$ cat config.mk
export PLATFORM = sky130hd
export DESIGN_NAME = fifo_tx_drain_flat
export DESIGN_NICKNAME = d
export VERILOG_FILES = /design/src/rtl/fifo_tx_drain_pkg.sv /design/src/rtl/fifo_tx_drain_if.sv /design/src/rtl/fifo_tx_baud_tick.sv /design/src/rtl/fifo_tx_drain.sv /design/src/flat_wrapper.sv
export SDC_FILE = /design/constraint.sdc
export NUM_CORES = 1
export LEC_CHECK = 0
export ABC_CLOCK_PERIOD_IN_PS = 2000
export CAP_MARGIN = 30
export CORE_MARGIN = 8
export CORE_UTILIZATION = 55
export DETAILED_ROUTE_END_ITERATION = 7
export DONT_BUFFER_PORTS = 1
export GPL_TIMING_DRIVEN = 0
export PLACE_DENSITY = 0.7
export SETUP_SLACK_MARGIN = 0.5
export SYNTH_ARGS = -nofsm -noshare
export SYNTH_HDL_FRONTEND = slang
export SYNTH_SLANG_ARGS = --single-unit
export TNS_END_PERCENT = 30
$ cat constraint.sdc
create_clock -name clk -period 2 [get_ports clk]
set_clock_uncertainty 0.2 [all_clocks]
set_input_delay 0.1 -clock clk [delete_from_list [all_inputs] [get_ports clk]]
set_output_delay 0.1 -clock clk [all_outputs]
set_load 0.05 [all_outputs]
$ cat src/rtl/fifo_tx_drain_pkg.sv
// Shared definitions for the FIFO-draining serial transmitter (and a future
// matching receiver): state encoding, default sizing, small state helpers.
package fifo_tx_drain_pkg;

    localparam int DEF_DATA_W       = 8;
    localparam int DEF_CLKS_PER_BIT = 4;

    typedef enum logic [2:0] {
        ST_IDLE   = 3'd0,
        ST_POP    = 3'd1,
        ST_LOAD   = 3'd2,
        ST_START  = 3'd3,
        ST_DATA   = 3'd4,
        ST_PARITY = 3'd5,
        ST_STOP   = 3'd6
    } tx_state_t;

    // States that last whole bit periods and therefore run the baud counter.
    function automatic logic is_timed_state(input tx_state_t s);
        logic r;
        case (s)
            ST_START, ST_DATA, ST_PARITY, ST_STOP: r = 1'b1;
            default:                               r = 1'b0;
        endcase
        return r;
    endfunction

endpackage

$ cat src/rtl/fifo_tx_drain_if.sv
// FIFO read port plus serial-side status of the drain transmitter.
// master = FIFO/system side, slave = the drain block.
interface fifo_tx_drain_if
    import fifo_tx_drain_pkg::*;
    #(parameter int DATA_W = DEF_DATA_W);

    logic              en;
    logic              fifo_empty;
    logic [DATA_W-1:0] fifo_data;
    logic              fifo_rd;
    logic              tx;
    logic              busy;
    logic              frame_done;

    modport master (
        output en, fifo_empty, fifo_data,
        input  fifo_rd, tx, busy, frame_done
    );

    modport slave (
        input  en, fifo_empty, fifo_data,
        output fifo_rd, tx, busy, frame_done
    );

endinterface

$ cat src/rtl/fifo_tx_baud_tick.sv
// Bit-period counter: counts 0..CLKS_PER_BIT-1 and wraps, held at zero while
// cleared so every timed state starts its first bit from count 0.
module fifo_tx_baud_tick
    import fifo_tx_drain_pkg::*;
    #(
        parameter  int CLKS_PER_BIT = DEF_CLKS_PER_BIT,
        localparam int CNT_W        = $clog2(CLKS_PER_BIT)
    ) (
        input  logic             clk,
        input  logic             rst,
        input  logic             i_clear,
        output logic             o_bit_end,
        output logic [CNT_W-1:0] o_cnt
    );

    localparam logic [CNT_W-1:0] CNT_LAST = CNT_W'(CLKS_PER_BIT - 1);

    logic [CNT_W-1:0] r_cnt;

    // Advance the bit-period count; wrap at the last cycle of each bit.
    always_ff @(posedge clk) begin
        if (rst) begin
            r_cnt <= '0;
        end else if (i_clear) begin
            r_cnt <= '0;
        end else if (r_cnt == CNT_LAST) begin
            r_cnt <= '0;
        end else begin
            r_cnt <= r_cnt + CNT_W'(1);
        end
    end

    assign o_bit_end = (r_cnt == CNT_LAST);
    assign o_cnt     = r_cnt;

endmodule

$ cat src/rtl/fifo_tx_drain.sv
// Pops one word at a time from the byte FIFO and sends it as an async serial
// frame: start bit, DATA_W data bits LSB first, optional even parity, stop bit.
module fifo_tx_drain
    import fifo_tx_drain_pkg::*;
    #(
        parameter int DATA_W       = DEF_DATA_W,
        parameter int CLKS_PER_BIT = DEF_CLKS_PER_BIT,
        parameter int PARITY_EN    = 0
    ) (
        input  logic           clk,
        input  logic           rst,
        fifo_tx_drain_if.slave bus
    );

    localparam int               CNT_W       = $clog2(CLKS_PER_BIT);
    localparam int               BIT_W       = $clog2(DATA_W + 1);
    localparam logic [BIT_W-1:0] BIT_LAST    = BIT_W'(DATA_W - 1);
    // Count value one cycle before the end of a bit; lets frame_done be
    // registered yet still land on the final stop-bit cycle.
    localparam logic [CNT_W-1:0] CNT_PRE_END = CNT_W'(CLKS_PER_BIT - 2);
    localparam bit               PAR_ON      = (PARITY_EN != 32'sd0);

    tx_state_t         r_state;
    logic [DATA_W-1:0] r_shift;
    logic              r_parity;
    logic [BIT_W-1:0]  r_bit_cnt;
    logic              r_tx;
    logic              r_fifo_rd;
    logic              r_busy;
    logic              r_frame_done;

    logic              w_bit_end;
    logic              w_baud_clear;
    logic [CNT_W-1:0]  w_baud_cnt;
    logic [DATA_W-1:0] w_shift_next;

    // Even parity bit: XOR of all data bits.
    function automatic logic even_parity(input logic [DATA_W-1:0] d);
        return ^d;
    endfunction

    assign w_baud_clear = !is_timed_state(r_state);
    assign w_shift_next = r_shift >> 1;

    fifo_tx_baud_tick #(
        .CLKS_PER_BIT (CLKS_PER_BIT)
    ) u_baud (
        .clk       (clk),
        .rst       (rst),
        .i_clear   (w_baud_clear),
        .o_bit_end (w_bit_end),
        .o_cnt     (w_baud_cnt)
    );

    // Frame FSM; outputs are registered with the value of the state being entered.
    always_ff @(posedge clk) begin
        if (rst) begin
            r_state      <= ST_IDLE;
            r_shift      <= '0;
            r_parity     <= 1'b0;
            r_bit_cnt    <= '0;
            r_tx         <= 1'b1;
            r_fifo_rd    <= 1'b0;
            r_busy       <= 1'b0;
            r_frame_done <= 1'b0;
        end else begin
            case (r_state)
                ST_IDLE: begin
                    r_tx         <= 1'b1;
                    r_frame_done <= 1'b0;
                    if (bus.en && !bus.fifo_empty) begin
                        r_state   <= ST_POP;
                        r_fifo_rd <= 1'b1;
                        r_busy    <= 1'b1;
                    end else begin
                        r_state   <= ST_IDLE;
                        r_fifo_rd <= 1'b0;
                        r_busy    <= 1'b0;
                    end
                end
                ST_POP: begin
                    r_state   <= ST_LOAD;
                    r_fifo_rd <= 1'b0;
                end
                ST_LOAD: begin
                    // FIFO data is valid here: it was registered on the pop edge.
                    r_shift   <= bus.fifo_data;
                    r_parity  <= even_parity(bus.fifo_data);
                    r_bit_cnt <= '0;
                    r_state   <= ST_START;
                    r_tx      <= 1'b0;
                end
                ST_START: begin
                    if (w_bit_end) begin
                        r_state <= ST_DATA;
                        r_tx    <= r_shift[0];
                    end else begin
                        r_state <= ST_START;
                    end
                end
                ST_DATA: begin
                    if (w_bit_end) begin
                        r_shift <= w_shift_next;
                        if (r_bit_cnt == BIT_LAST) begin
                            r_bit_cnt <= '0;
                            if (PAR_ON) begin
                                r_state <= ST_PARITY;
                                r_tx    <= r_parity;
                            end else begin
                                r_state <= ST_STOP;
                                r_tx    <= 1'b1;
                            end
                        end else begin
                            r_bit_cnt <= r_bit_cnt + BIT_W'(1);
                            r_tx      <= w_shift_next[0];
                        end
                    end else begin
                        r_state <= ST_DATA;
                    end
                end
                ST_PARITY: begin
                    if (w_bit_end) begin
                        r_state <= ST_STOP;
                        r_tx    <= 1'b1;
                    end else begin
                        r_state <= ST_PARITY;
                    end
                end
                ST_STOP: begin
                    if (w_bit_end) begin
                        r_state      <= ST_IDLE;
                        r_busy       <= 1'b0;
                        r_frame_done <= 1'b0;
                    end else begin
                        r_frame_done <= (w_baud_cnt == CNT_PRE_END);
                    end
                end
                default: begin
                    r_state      <= ST_IDLE;
                    r_tx         <= 1'b1;
                    r_fifo_rd    <= 1'b0;
                    r_busy       <= 1'b0;
                    r_frame_done <= 1'b0;
                end
            endcase
        end
    end

    assign bus.fifo_rd    = r_fifo_rd;
    assign bus.tx         = r_tx;
    assign bus.busy       = r_busy;
    assign bus.frame_done = r_frame_done;

endmodule

$ cat src/flat_wrapper.sv
// flat-port wrapper written by rule: the top's interface ports become plain ports
module fifo_tx_drain_flat import fifo_tx_drain_pkg::*;
#(
        parameter int DATA_W       = DEF_DATA_W,
        parameter int CLKS_PER_BIT = DEF_CLKS_PER_BIT,
        parameter int PARITY_EN    = 0
    )
  (clk, rst, bus_en, bus_fifo_empty, bus_fifo_data, bus_fifo_rd, bus_tx, bus_busy, bus_frame_done);
  fifo_tx_drain_if #(.DATA_W(DATA_W)) bus_i ();
  input  logic clk;
  input  logic rst;
  input wire logic [$bits(bus_i.en)-1:0] bus_en;
  input wire logic [$bits(bus_i.fifo_empty)-1:0] bus_fifo_empty;
  input wire logic [$bits(bus_i.fifo_data)-1:0] bus_fifo_data;
  output wire logic [$bits(bus_i.fifo_rd)-1:0] bus_fifo_rd;
  output wire logic [$bits(bus_i.tx)-1:0] bus_tx;
  output wire logic [$bits(bus_i.busy)-1:0] bus_busy;
  output wire logic [$bits(bus_i.frame_done)-1:0] bus_frame_done;
  assign bus_i.en = bus_en;
  assign bus_i.fifo_empty = bus_fifo_empty;
  assign bus_i.fifo_data = bus_fifo_data;
  assign bus_fifo_rd = bus_i.fifo_rd;
  assign bus_tx = bus_i.tx;
  assign bus_busy = bus_i.busy;
  assign bus_frame_done = bus_i.frame_done;
  fifo_tx_drain #(.DATA_W(DATA_W), .CLKS_PER_BIT(CLKS_PER_BIT), .PARITY_EN(PARITY_EN)) u_core (.clk(clk), .rst(rst), .bus(bus_i));
endmodule
==> summary.md <==
| Metric | Value |
|---|---|
| Crit end category | register |
| CTS Buf Count | 3 |
| Skew-Pair Late Insertion Delay | 0.31 ns |
| Fin Hold WS | 0.08265 ns |
| Cells after synthesis | 137 |
| Fraction of the mapped netlist area in simple logic gates | 23.72% |
| GR Util All Layers | 15.31% |
| Setup Viol. Count Final | 0 |
| Place WS | 0.3558 ns |
| Vias in the first global route | 1065 |
| Type of origin of the critical path | register |
| Die width | 64.08 um |
| Layout net count | 180 |
| Largest family of logic cells by synthesized area | compound AO/OA/AOI/OAI gates |
| CORE AREA | 2191 um2 |
| Syn Nets | 152 |
| Final WL | 3030 um |
| H-tree Lvls | 1 |
| Outcome | completed |
| Area grow syn2layout | 29.63% |
| Reg2Reg Depth | 6 |
| FF+latch area | 434.2 um2 |
| Multiplexer share of the synthesized area | 6.299% |
| Ys async rst share | 0% |
| Drt via density | 5.786 |
| Required time worst endpoint | 2.05 ns |
| Adder-cell share of the synthesized area | 2.953% |
| Pwr Density | 569.3 nW/um2 |
| Port bufs | 0 |
| Average cell area after synthesis | 9.279 um2 |
| Mapped Area | 1271 um2 |
| Tcrit/Tclk final | 77.33% |
| Drt wl/cell | 15.78 um |
| Synth cell types | 45 |
| 1st-iter DRT viols | 51 |
| Unrepaired setup endpoints after global routing | true |
| DRT antenna net count | 0 |
| Hpwl dp | 1922 um |
| CTS root buffer | clkbuf_4 |
| Placed Cells | 165 |
| Seq/Total Area, Yosys | 33.07% |
| Sinks on Clock Net | 21 |
| Relative slew margins | 61.14% |
| Fin cells | 192 |
| Worst Path Arrival | 1.60 ns |
| Row cnt | 17 |
| Max VDD drop | 0.0004128 V |
| Hold Vio Cnt, Final | 0 |
| Multi-input gate area | 808.3 um2 |
| Hold depth | 2 |
| Post-synth top flop | dfxtp_1 |
| Tmin final | 1.547 ns |
| Die ar. | 4106 um2 |
| Die Y | 64.08 um |
| Initial core utilization | 58.02% |
| Worst-path clk slew | 0.12 ns |
| # diodes | 0 |
| CP Class | register to register |
| Peak Freq | 646.5 MHz |
| Least-Margin Pin Slew | 0.5830 ns |
| Sum of negative setup slack | 0 ns |
| I/O pin count | 16 |
| Via count | 1111 |
| CTS tree | yes |
| Filler cells | 155 |
| Share of post-route cells with drive strength above 1 | 37.80% |
| Initial antenna violation count | 0 |
| CTS Buffer Depth | 2 |
| First-pass GRT wire length | 5112 um |
| Max-slew violations | 0 |
| Post-Synth XOR/XNOR Area | 1.378% |
| Pin count of the biggest net entering global routing | 13 |
| Setup slack after layout | 0.4533 ns |
| Leak | 0.6041 nW |
| Ys Warns | 0 |
| Remaining DRCs | 0 |
| Number of synthesized flops with an enable pin | 0 |
| Gr ovfl total | 0 |
| Post-synthesis compound-gate area fraction | 24.41% |
| Max-cap violations | 0 |
| Worst Path Max Fanout | 9 |
| Register bit total from synthesis | 21 |
| Hold WC Path Type | primary input to register |
| Number of detailed-route iterations in the first pass | 4 |
| RePlAce Congestion | 0.8479 |
-- where the power goes --
group	leakage (nW)	total, W	internal, W	switching [W]
combinational	0.412	0.000237	0.000118	0.000118
sequential	0.175	0.000486	0.000445	0.0000410
clock	0.0177	0.000215	0.0000749	0.000140
total	0.604	0.000938	0.000639	0.000300
-- flip-flops by register name, summed over array words and instances (netlist names) --
signal	count
u_core.r_shift	8
u_core.r_bit_cnt	4
u_core.r_state	3
u_core.u_baud.o_cnt	2
u_core.bus.busy	1
u_core.bus.fifo_rd	1
u_core.bus.frame_done	1
u_core.bus.tx	1
-- synth_stat cells (2+ instances only) --
| cell type | number | area (um2) |
|---|---|---|
| a31oi_1 | 2 | 12.51 |
| clkbuf_1 | 2 | 7.510 |
| ha_1 | 3 | 37.54 |
| mux2i_1 | 8 | 80.08 |
| dfxtp_1 | 21 | 420.4 |
| a32o_1 | 2 | 20.02 |
| buf_6 | 3 | 33.78 |
| nor2b_1 | 2 | 12.51 |
| nand3b_1 | 2 | 15.01 |
| nor2_1 | 17 | 63.81 |
| nor3b_1 | 2 | 15.01 |
| nor3_1 | 4 | 20.02 |
| nand2_1 | 5 | 18.77 |
| nand2b_1 | 4 | 25.02 |
| o21ai_0 | 6 | 30.03 |
| nor2_2 | 2 | 12.51 |
| inv_1 | 4 | 15.01 |
| xor2_1 | 2 | 17.52 |
| a211oi_2 | 7 | 87.58 |
| a21oi_1 | 11 | 55.05 |
| buf_2 | 4 | 20.02 |
-- placed cells by master, fill, tap and decap left out, types with 2 or more instances in the layout --
| master | synthesis | layout |
|---|---|---|
| nor2_1 | 17 | 15 |
| a21oi_2 | 1 | 3 |
| ha_4 | 0 | 2 |
| a211oi_2 | 7 | 7 |
| o21ai_0 | 6 | 5 |
| nor3_1 | 4 | 4 |
| inv_1 | 4 | 4 |
| nand2b_1 | 4 | 4 |
| mux2i_1 | 8 | 8 |
| a31oi_1 | 2 | 2 |
| dfxtp_1 | 21 | 14 |
| buf_4 | 1 | 11 |
| buf_6 | 3 | 5 |
| nand3b_1 | 2 | 2 |
| nor2b_1 | 2 | 2 |
| clkbuf_4 | 0 | 3 |
| nor2_2 | 2 | 2 |
| dfxtp_2 | 0 | 5 |
| dfxtp_4 | 0 | 2 |
| dlygate4sd3_1 | 0 | 11 |
| xor2_1 | 2 | 2 |
| nand2_1 | 5 | 5 |
| nor2_4 | 0 | 2 |
| a21oi_1 | 11 | 9 |
| nor3b_1 | 2 | 2 |
| buf_2 | 4 | 2 |
-- layer usage --
| metal | part of all wire (%) | track usage (%) | vias up |
|---|---|---|---|
| li1 | - | - | 548 |
| met1 | 47 | 19.54 | 531 |
| met2 | 47 | 22.71 | 28 |
| met3 | 5.3 | 4.007 | 4 |
| met4 | 1.2 | 8.635 | 0 |
| met5 | 0 | 0 | - |
-- final timing paths --
path	to	slack, ns	startpoint
worst min-delay path	u_core.r_shift[6]$_SDFFE_PP0P_	0.08	rst
worst max register to register	u_core.r_shift[2]$_SDFFE_PP0P_	0.45	u_core.r_state[0]$_SDFFE_PP0P_
worst min register to register	u_core.r_shift[7]$_SDFFE_PP0P_	0.32	u_core.r_shift[7]$_SDFFE_PP0P_
worst max-delay path	u_core.r_shift[2]$_SDFFE_PP0P_	0.45	u_core.r_state[0]$_SDFFE_PP0P_
-- cell families after synthesis --
group / Yosys count
adder cells (fa/ha/maj): 3
AND/OR/NAND/NOR: 49
buffers and inverters: 15
XOR/XNOR: 2
multiplexers: 8
AO/OA/AOI/OAI: 39
flip-flops: 21
-- critical path: stages (launching register included) --
cell and delay (ns):
dfxtp_2 0.34, buf_8 0.14, nor3b_4 0.25, a31o_4 0.21, buf_12 0.13, nor2_2 0.04
a211oi_2 0.17
-- area by class of cell --
type	instances	share of cell area, %
tap	28	2.126
clock buffer	3	1.367
buffer	11	6.606
timing repair buffer	23	13.29
clock inverter	1	0.3037
inverter	4	0.9112
multi-input combinational	101	49.05
sequential	21	26.35
-- metrics by stage --
| stage | cell area (um2) | utilization [%] | total power, W |
|---|---|---|---|
| after floorplan | 1286 | - | 0.0006397 |
| after global placement | 1321 | 60.31 | 0.0006682 |
| after detailed placement | 1321 | 60.31 | 0.0006725 |
| after CTS | 1549 | 70.70 | 0.0009043 |
| after global routing | 1648 | 75.21 | 0.0009838 |
| final | 1648 | 75.21 | 0.0009381 |
-- what timing repair did --
item,4_1_cts,5_1_grt
cloned,1,1
endpoints found under the setup margin,21,20
endpoints found under the hold margin,13,0
hold buffers,11,0
resized for setup,13,20
pin swaps,6,7
setup buffers,7,3
No activity file was read; power rests on OpenSTA's default activity.
